--- src/rtl/gsplat_vtiming.sv ---
// Runtime-reprogrammable video timing generator: pixel enable, H/V counters, syncs, blanks,
// DE, frame-start and frame counter. Offered modes are staged and switch in only at frame end.
module gsplat_vtiming #(
    parameter int CE_DIV = 2,
    parameter int CNT_W  = 12,
    parameter int FCNT_W = 16,
    parameter int H_ACT  = 640,
    parameter int H_FP   = 16,
    parameter int H_SYNC = 96,
    parameter int H_BP   = 48,
    parameter int V_ACT  = 480,
    parameter int V_FP   = 10,
    parameter int V_SYNC = 2,
    parameter int V_BP   = 33,
    parameter bit HS_POL = 1'b0,
    parameter bit VS_POL = 1'b0
) (
    input  logic                 clk,
    input  logic                 reset_n,
    input  logic                 cfg_valid,
    output logic                 cfg_ready,
    input  logic [4*CNT_W-1:0]   cfg_h,
    input  logic [4*CNT_W-1:0]   cfg_v,
    input  logic [1:0]           cfg_pol,
    output logic                 cfg_err,
    output logic                 ce_pix,
    output logic [CNT_W-1:0]     hc,
    output logic [CNT_W-1:0]     vc,
    output logic                 hs,
    output logic                 vs,
    output logic                 hblank,
    output logic                 vblank,
    output logic                 de,
    output logic                 frame_start,
    output logic [FCNT_W-1:0]    frame_cnt,
    output logic                 dbg_cfg_state
);
    // cfg handshake: a mode transfers on the clk edge where cfg_valid && cfg_ready are both
    // high; cfg_valid may be held while cfg_ready is low and nothing is consumed then.

    localparam int DIV_W = (CE_DIV > 1) ? $clog2(CE_DIV) : 1;
    localparam int SUM_W = CNT_W + 2;
    localparam logic [DIV_W-1:0] DIV_LAST = DIV_W'(CE_DIV - 1);

    typedef enum logic {
        S_IDLE    = 1'b0,
        S_PENDING = 1'b1
    } cfg_state_t;

    cfg_state_t          r_state;
    cfg_state_t          w_state_nxt;

    logic [DIV_W-1:0]    r_div;
    logic                r_ce;
    logic [CNT_W-1:0]    r_hc;
    logic [CNT_W-1:0]    r_vc;
    logic [FCNT_W-1:0]   r_fcnt;
    logic                r_err;

    logic [CNT_W-1:0]    r_h_act, r_h_fp, r_h_sync, r_h_bp;
    logic [CNT_W-1:0]    r_v_act, r_v_fp, r_v_sync, r_v_bp;
    logic                r_hs_pol, r_vs_pol;

    logic [4*CNT_W-1:0]  r_sh_h;
    logic [4*CNT_W-1:0]  r_sh_v;
    logic [1:0]          r_sh_pol;

    logic                w_mode_ok;
    logic                w_take;
    logic                w_reject;
    logic                w_apply;
    logic                w_frame_end;
    logic                w_h_end;
    logic                w_v_end;
    logic [SUM_W-1:0]    w_hs_beg, w_hs_end, w_h_tot;
    logic [SUM_W-1:0]    w_vs_beg, w_vs_end, w_v_tot;
    logic [CNT_W-1:0]    w_h_last, w_v_last;
    logic                w_hs_on, w_vs_on;

    // Sums are taken CNT_W+2 wide so an oversized total is caught rather than wrapped.
    function automatic logic mode_ok(input logic [4*CNT_W-1:0] m);
        logic [SUM_W-1:0] sum;
        logic             nz;
        sum = '0;
        nz  = 1'b1;
        for (int i = 0; i < 4; i++) begin
            sum = sum + SUM_W'(m[i*CNT_W +: CNT_W]);
            nz  = nz & (|m[i*CNT_W +: CNT_W]);
        end
        return nz && (sum[SUM_W-1:CNT_W] == 2'b00);
    endfunction

    assign w_mode_ok = mode_ok(cfg_h) & mode_ok(cfg_v);

    assign w_hs_beg = SUM_W'(r_h_act) + SUM_W'(r_h_fp);
    assign w_hs_end = w_hs_beg + SUM_W'(r_h_sync);
    assign w_h_tot  = w_hs_end + SUM_W'(r_h_bp);
    assign w_vs_beg = SUM_W'(r_v_act) + SUM_W'(r_v_fp);
    assign w_vs_end = w_vs_beg + SUM_W'(r_v_sync);
    assign w_v_tot  = w_vs_end + SUM_W'(r_v_bp);
    assign w_h_last = CNT_W'(w_h_tot - SUM_W'(1));
    assign w_v_last = CNT_W'(w_v_tot - SUM_W'(1));

    assign w_h_end     = (r_hc == w_h_last);
    assign w_v_end     = (r_vc == w_v_last);
    assign w_frame_end = r_ce & w_h_end & w_v_end;

    // Config FSM: state register
    always_ff @(posedge clk) begin
        if (!reset_n) begin
            r_state <= S_IDLE;
        end else begin
            r_state <= w_state_nxt;
        end
    end

    // Config FSM: next state
    always_comb begin
        w_state_nxt = r_state;
        unique case (r_state)
            S_IDLE:    if (cfg_valid && w_mode_ok) w_state_nxt = S_PENDING;
            S_PENDING: if (w_frame_end)            w_state_nxt = S_IDLE;
            default:   w_state_nxt = S_IDLE;
        endcase
    end

    // Config FSM: outputs
    always_comb begin
        cfg_ready = 1'b0;
        w_take    = 1'b0;
        w_reject  = 1'b0;
        w_apply   = 1'b0;
        unique case (r_state)
            S_IDLE: begin
                cfg_ready = 1'b1;
                w_take    = cfg_valid & w_mode_ok;
                w_reject  = cfg_valid & ~w_mode_ok;
            end
            S_PENDING: w_apply = w_frame_end;
            default: ;
        endcase
    end

    assign dbg_cfg_state = (r_state == S_PENDING);

    always_ff @(posedge clk) begin
        if (!reset_n) begin
            r_div <= '0;
            r_ce  <= 1'b0;
        end else if (r_div == DIV_LAST) begin
            r_div <= '0;
            r_ce  <= 1'b1;
        end else begin
            r_div <= r_div + DIV_W'(1);
            r_ce  <= 1'b0;
        end
    end

    always_ff @(posedge clk) begin
        if (!reset_n) begin
            r_hc   <= '0;
            r_vc   <= '0;
            r_fcnt <= '0;
        end else if (r_ce) begin
            if (w_h_end) begin
                r_hc <= '0;
                r_vc <= w_v_end ? '0 : r_vc + CNT_W'(1);
            end else begin
                r_hc <= r_hc + CNT_W'(1);
            end
            if (w_h_end && w_v_end) begin
                r_fcnt <= r_fcnt + FCNT_W'(1);
            end
        end
    end

    // Active mode only changes at frame end, so no frame mixes two timings.
    always_ff @(posedge clk) begin
        if (!reset_n) begin
            {r_h_act, r_h_fp, r_h_sync, r_h_bp} <= {CNT_W'(H_ACT), CNT_W'(H_FP),
                                                    CNT_W'(H_SYNC), CNT_W'(H_BP)};
            {r_v_act, r_v_fp, r_v_sync, r_v_bp} <= {CNT_W'(V_ACT), CNT_W'(V_FP),
                                                    CNT_W'(V_SYNC), CNT_W'(V_BP)};
            r_hs_pol <= HS_POL;
            r_vs_pol <= VS_POL;
        end else if (w_apply) begin
            {r_h_act, r_h_fp, r_h_sync, r_h_bp} <= r_sh_h;
            {r_v_act, r_v_fp, r_v_sync, r_v_bp} <= r_sh_v;
            {r_hs_pol, r_vs_pol}                <= r_sh_pol;
        end
    end

    always_ff @(posedge clk) begin
        if (!reset_n) begin
            r_sh_h   <= '0;
            r_sh_v   <= '0;
            r_sh_pol <= 2'b00;
            r_err    <= 1'b0;
        end else begin
            r_err <= w_reject;
            if (w_take) begin
                r_sh_h   <= cfg_h;
                r_sh_v   <= cfg_v;
                r_sh_pol <= cfg_pol;
            end
        end
    end

    assign w_hs_on = (SUM_W'(r_hc) >= w_hs_beg) && (SUM_W'(r_hc) < w_hs_end);
    assign w_vs_on = (SUM_W'(r_vc) >= w_vs_beg) && (SUM_W'(r_vc) < w_vs_end);

    assign ce_pix      = r_ce;
    assign hc          = r_hc;
    assign vc          = r_vc;
    assign frame_cnt   = r_fcnt;
    assign cfg_err     = r_err;
    assign hblank      = (r_hc >= r_h_act);
    assign vblank      = (r_vc >= r_v_act);
    assign de          = ~hblank & ~vblank;
    assign hs          = r_hs_pol ? w_hs_on : ~w_hs_on;
    assign vs          = r_vs_pol ? w_vs_on : ~w_vs_on;
    assign frame_start = r_ce & (r_hc == '0) & (r_vc == '0);

endmodule

--- config.mk ---
export PLATFORM = sky130hd
export DESIGN_NAME = gsplat_vtiming
export DESIGN_NICKNAME = d
export VERILOG_FILES = /design/src/rtl/gsplat_vtiming.sv
export SDC_FILE = /design/constraint.sdc
export NUM_CORES = 1
export LEC_CHECK = 0
export CORE_ASPECT_RATIO = 1.75
export CORE_UTILIZATION = 30
export CTS_CLUSTER_SIZE = 10
export DETAILED_ROUTE_END_ITERATION = 7
export RECOVER_POWER = 100
export SYNTH_ARGS = -nofsm -noshare
export SYNTH_HDL_FRONTEND = slang
export SYNTH_SLANG_ARGS = --single-unit
--- constraint.sdc ---
create_clock -name clk -period 16.5 [get_ports clk]
set_input_delay 3.3 -clock clk [delete_from_list [all_inputs] [get_ports clk]]
set_output_delay 3.3 -clock clk [all_outputs]
set_load 0.005 [all_outputs]
==> impl_metrics.yaml, run 1 <==
sta:
  hold_viol: 0
  period_needed_ns: 11.21
  post-route-period-util_pct: 67.9
  slew-limit-headroom_pct: -167
  worst_slew_pin_slew_ns: 4.01
  setup_tns_ns: 0
  finalMaxSlewViolations: 383
  max_freq_mhz: 89.2
  setup-violations-final: 0
  finClkSkew_ns: 0.0250
  rsz0062_at_grt: "false"
critical_path:
  end_kind: "flop"
  crit_type: "flop to flop"
  required_ns: 16.75
  cp_max_fo: 54
  arrival_ns: 11.45
  reg2reg_depth: 26
  cp-start-kind: "flop"
cts:
  cts_buffer_depth: 3
  cts-root-buf: "clkbuf_16"
  cts-htree-levels: 1
  post-cts-setup-buffer-count: 0
  post_cts_resized: 0
  cts.sinks: 240
  path_clk_slew_ns: 0.06
  cts_tree: "done"
  hold_buffers: 0
  clock_latency_ns: 0.56
  numCtsBuffers: 29
pwr:
  pwr-share-comb_pct: 12.2
  p_leak_nw: 8.38
  power.density_nw_per_um2: 73.1
  finalPower_mw: 1.37
  p_sw_uw: 342
  p_clk_share_pct: 43.9
  power.internal_mw: 1.02
  p_sw_share_pct: 25.0
  peakVddDrop_mv: 0.0850
  pwr-share-seq_pct: 43.9
logic_synthesis:
  yosysSeqAreaShare_pct: 30.6
  netlist_top_cells_count: "nor2_1 (248), dfxtp_1 (240), mux2i_1 (201)"
  synth_most_common_cell: "nor2_1"
  synth_edf_count: 0
  async_reset_ff_share_pct: 0
  syn_area_per_cell_um2: 9.24
  synth_top_area_cell: "dfxtp_1"
  ys.warnings.count: 0
  synth_top_area_share_pct: 30.6
  synthDistinctLibCells: 57
  synth_area_um2: 15700
  synth_nets: 2035
  ys_ff_latch: 240
  ys_top_cells_by_area: "dfxtp_1 (31%), ha_1 (15%), mux2i_1 (13%)"
  synth_flop_cell: "dfxtp_1"
  netlist_instances: 1697
placement:
  dp.cells: 2473
  place_hpwl_um: 39400
  gp_congestion: 0.892
  port_buffers: 150
route:
  routed_via_density: 5.03
  dr.max_layer_used: "met4"
  first_pass_iters: 5
  antenna_left: 0
  dr_total_vias: 12630
  routed_wl_um: 50000
  wl_met1_um: 17800
  met2WireLength_um: 27400
  wl_per_cell_um: 19.9
  drc: 0
  drt-initial-drc-count: 561
  met3WireLength_um: 1310
floorplanning:
  core_um2: 51500
  die_y_um: 305
  die_x_um: 175
  placementRows: 110
  die_area_um2: 53200
  ios: 151
  start_util_pct: 30.5
global_route:
  grt_pass1_wl_um: 77000
  grt_max_degree: 105
  antenna_found_initial: 0
  first_global_vias: 13229
  gr-total-overflow: 0
  grtUsageTotal_pct: 18.9
cells_and_area:
  finish.utilization_pct: 36.3
  drive_gt1_share_pct: 2.50
  syn_to_final_growth_pct: 19.1
  final_cells: 2511
  nets: 2170
  diodes: 0
outcome:
  status: "complete, but fails checks"
  violations: "capacitance limit, slew limit"
min_path:
  whs_path_depth: 1
  min_path_type: "flop to flop"
run:
  maxCapViolCount: 6
-- per-layer routing --
layer / up-vias / GRT usage, %
met5: - / 0
met4: 0 / 12.0
met3: 129 / 1.60
met2: 279 / 37.0
met1: 6075 / 18.7
li1: 6147 / -
-- cell usage in the layout (no fill, tap or decap), types with 34 or more instances in the layout --
cell type        count
dfxtp_1            240
dlygate4sd3_1       51
o21ai_0             42
nor2_1             248
clkdlybuf4s50_1     99
mux2i_1            201
inv_1              135
xor2_1              53
nor4_1              34
nand2_1             66
ha_1               185
a21oi_1             60
xnor2_1             55
fa_1                52
-- worst paths after layout --
kind                           startpoint                     end  slack [ns]
hold / removal           r_div$_SDFF_PP0_        r_div$_SDFF_PP0_        0.40
setup reg to reg  r_v_act[0]$_SDFFE_PN0P_  r_h_fp[5]$_SDFFE_PN0P_        5.29
setup / recovery  r_v_act[0]$_SDFFE_PN0P_  r_h_fp[5]$_SDFFE_PN0P_        5.29
hold reg to reg          r_div$_SDFF_PP0_        r_div$_SDFF_PP0_        0.40
-- worst max-delay path, cell delays in order (launching register included) --
cell	delay, ns
dfxtp_1	0.32
ha_1	0.24
fa_1	0.41
a21o_1	0.17
a21oi_1	0.22
nor2b_1	0.07
o21a_1	0.18
o41ai_1	0.56
xnor2_1	0.22
ha_1	0.40
a21oi_1	0.18
o21ai_0	0.13
a21oi_1	0.21
xor2_1	0.29
ha_1	0.30
inv_1	0.06
ha_1	0.26
and2_1	0.15
o21ai_0	0.14
o31ai_1	0.09
a211o_1	0.31
xor3_1	0.27
nor4b_1	0.73
nand3_1	2.26
clkbuf_1	1.96
mux2i_1	0.59
nor2_1	0.10
-- per-stage QoR --
step                setup slack [ns]  hold slack, ns  area [um^2]
global placement                7.79           0.391        17900
finish                          5.29           0.403        18700
floorplan                       8.96           0.384        15700
global route                    4.25           0.435        18700
detailed placement              7.45           0.393        17900
CTS                             7.14           0.402        18700
-- registers in the layout, summed over array words and instances, names as in the netlist, 2 cells and up --
signal	count
r_sh_h	48
r_sh_v	48
frame_cnt	16
hc	12
r_h_act	12
r_h_bp	12
r_h_fp	12
r_h_sync	12
r_v_act	12
r_v_bp	12
r_v_fp	12
r_v_sync	12
vc	12
r_sh_pol	2
-- final cells by class --
class                           count  area [um^2]
Inverter                          136          512
Fill cell                        5285        32800
Tap cell                          672          841
Sequential cell                   240         4800
Clock buffer                       35          778
Clock inverter                      3         65.1
Timing Repair Buffer              157         1530
Multi-Input combinational cell   1268        10200
-- power by group through the flow --
stage	registers (mW)	clock network (mW)	logic, mW
after floorplan	0.607	0	0.0893
after global placement	0.613	0	0.161
after detailed placement	0.613	0	0.165
after CTS	0.600	0.615	0.167
after global routing	0.601	0.634	0.184
final	0.600	0.599	0.167
-- logic make-up (layout without fill, tap and decap cells) --
group,after synthesis,after routing,synth area share [%]
compound gates,222,222,9.31
mux,201,201,12.8
fa+ha+maj,237,237,21.4
xor+xnor,110,110,6.32
buf+inv,189,331,4.62
simple gates,498,498,14.9
flops,240,240,30.6
Note: power is estimated with default switching activity, not from simulation.
==> run 2: changes to the inputs <==
==> constraint.sdc (replaced) <==
create_clock -name clk -period 10.85 [get_ports clk]
set_input_delay 2.17 -clock clk [delete_from_list [all_inputs] [get_ports clk]]
set_output_delay 2.17 -clock clk [all_outputs]
set_load 0.005 [all_outputs]
==> impl_metrics.yaml, run 2 (synthesis results as in run 1) <==
outcome:
  status: "complete, but fails checks"
  violations: "capacitance limit, slew limit"
cts:
  clock_latency_ns: 0.56
  path_clk_slew_ns: 0.06
  cts_tree: "done"
  cts-root-buf: "clkbuf_16"
  numCtsBuffers: 29
  cts_buffer_depth: 3
  cts.sinks: 240
  post-cts-setup-buffer-count: 0
  cts-htree-levels: 1
  hold_buffers: 0
  post_cts_resized: 0
route:
  drt-initial-drc-count: 511
  dr_total_vias: 12635
  wl_per_cell_um: 19.6
  first_pass_iters: 5
  routed_via_density: 5.03
  drc: 0
  antenna_left: 0
  routed_wl_um: 49300
critical_path:
  cp_num_buf_inv: 2
  crit_path_frequent_cell: "fa_1"
  cpPeakStageDelay_ns: 2.37
  cp-start-kind: "input pin"
  rrSetupSlack_ns: 2.09
  crit_family: "buffers and inverters"
  cp_max_fo: 42
  required_ns: 11.14
  path_cells: "dlygate4sd3_1 -> fa_1 -> fa_1 -> ha_1 -> or4_1 -> a2111oi_0 -> nand3_1 -> nor3_1 -> o31ai_1 -> nor4b_1 -> clkbuf_1 -> mux2i_1 -> nor2_1"
  end_kind: "flop"
  arrival_ns: 9.32
  critPathSlowestCell: "clkbuf_1"
  crit_type: "input pin to flop"
floorplanning:
  die_area_um2: 53200
  die_y_um: 305
  core_um2: 51500
  ios: 151
  placementRows: 110
  die_x_um: 175
  start_util_pct: 30.5
cells_and_area:
  drive_gt1_share_pct: 2.50
  finish.utilization_pct: 36.3
  fill_cells: 5314
  layout_commonest_cell: "nor2_1"
  diodes: 0
  nets: 2173
  layout_common_cells: "nor2_1 (248), dfxtp_1 (240), mux2i_1 (201), ha_1 (185), inv_1 (135)"
  syn_to_final_growth_pct: 19.0
global_route:
  gr-total-overflow: 0
  top_usage_layer: "met2"
  grtUsageMet3_pct: 1.68
  grtUsageTotal_pct: 18.5
  grt_use_met1_pct: 18.2
  antenna_found_initial: 0
  first_global_vias: 13040
  use_met2_pct: 37.2
  grt_pass1_wl_um: 75400
  grt_max_degree: 114
run:
  maxCapViolCount: 6
sta:
  worst_slew_pin_slew_ns: 4.29
  finalMaxSlewViolations: 372
  max_freq_mhz: 111
  hold_viol: 0
  finClkSkew_ns: 0.0152
  setup_tns_ns: 0
  post-route-period-util_pct: 83.2
  hold_slack_ns: 0.406
  setup-violations-final: 0
  period_needed_ns: 9.02
  slew-limit-headroom_pct: -188
  rsz0062_at_grt: "false"
placement:
  place_hpwl_um: 38900
  gp_congestion: 0.907
  port_buffers: 150
min_path:
  min_path_type: "flop to flop"
pwr:
  power.density_nw_per_um2: 110
  peakVddDrop_mv: 0.100
  p_leak_nw: 8.37
==> run 2: routing by layer <==
layer | up-vias | share of wire [%]
met2 | 256 | 56
li1 | 6163 | -
met4 | 0 | 5.4
met3 | 114 | 2.6
met1 | 6102 | 36
met5 | - | 0
==> run 2: worst reg2reg max path, delay by kind of cell (launching register included) <==
kind	cells	cell delay (ns)
AO/OA/AOI/OAI	10	2.29
AND/OR/NAND/NOR	5	1.85
adder cells (fa/ha/maj)	5	1.56
buffers and inverters	2	1.25
XOR/XNOR	3	0.72
multiplexers	1	0.54
flip-flops	1	0.32
==> run 2: stage by stage <==
| step | cell area [um^2] | worst slack, ns | std cells | power, mW |
|---|---|---|---|---|
| after CTS | 18700 | 2.45 | 2513 | 2.07 |
| after global placement | 17900 | 3.09 | 2476 | 1.18 |
| final | 18700 | 1.83 | 2513 | 2.05 |
| after floorplan | 15700 | 4.44 | 1697 | 1.06 |
| after detailed placement | 17900 | 2.88 | 2476 | 1.18 |
| after global routing | 18700 | 1.30 | 2513 | 2.13 |
==> run 2: where the power goes <==
| group | switching, mW | leakage, nW | internal [mW] |
|---|---|---|---|
| Combinational | 0.136 | 6.04 | 0.117 |
| Clock | 0.379 | 0.397 | 0.511 |
| Sequential | 0.0124 | 1.94 | 0.898 |
==> run 2: final timing paths <==
check | from | end | depth (start not counted)
worst max-delay path | cfg_h[11] | r_sh_v[0]$_SDFFE_PN0P_ | 13
worst min-delay path | r_div$_SDFF_PP0_ | r_div$_SDFF_PP0_ | 1
worst max register to register | r_v_act[0]$_SDFFE_PN0P_ | r_v_act[9]$_SDFFE_PN0P_ | 26
worst min register to register | r_div$_SDFF_PP0_ | r_div$_SDFF_PP0_ | 1
==> run 2: layout make-up <==
type	count	area, um^2	area share, %
clock buffer	34	764	4.09
clock inverter	3	43.8	0.235
timing repair buffer	160	1550	8.28
tap	672	841	4.50
inverter	136	512	2.74
sequential	240	4800	25.7
multi-input combinational	1268	10200	54.4
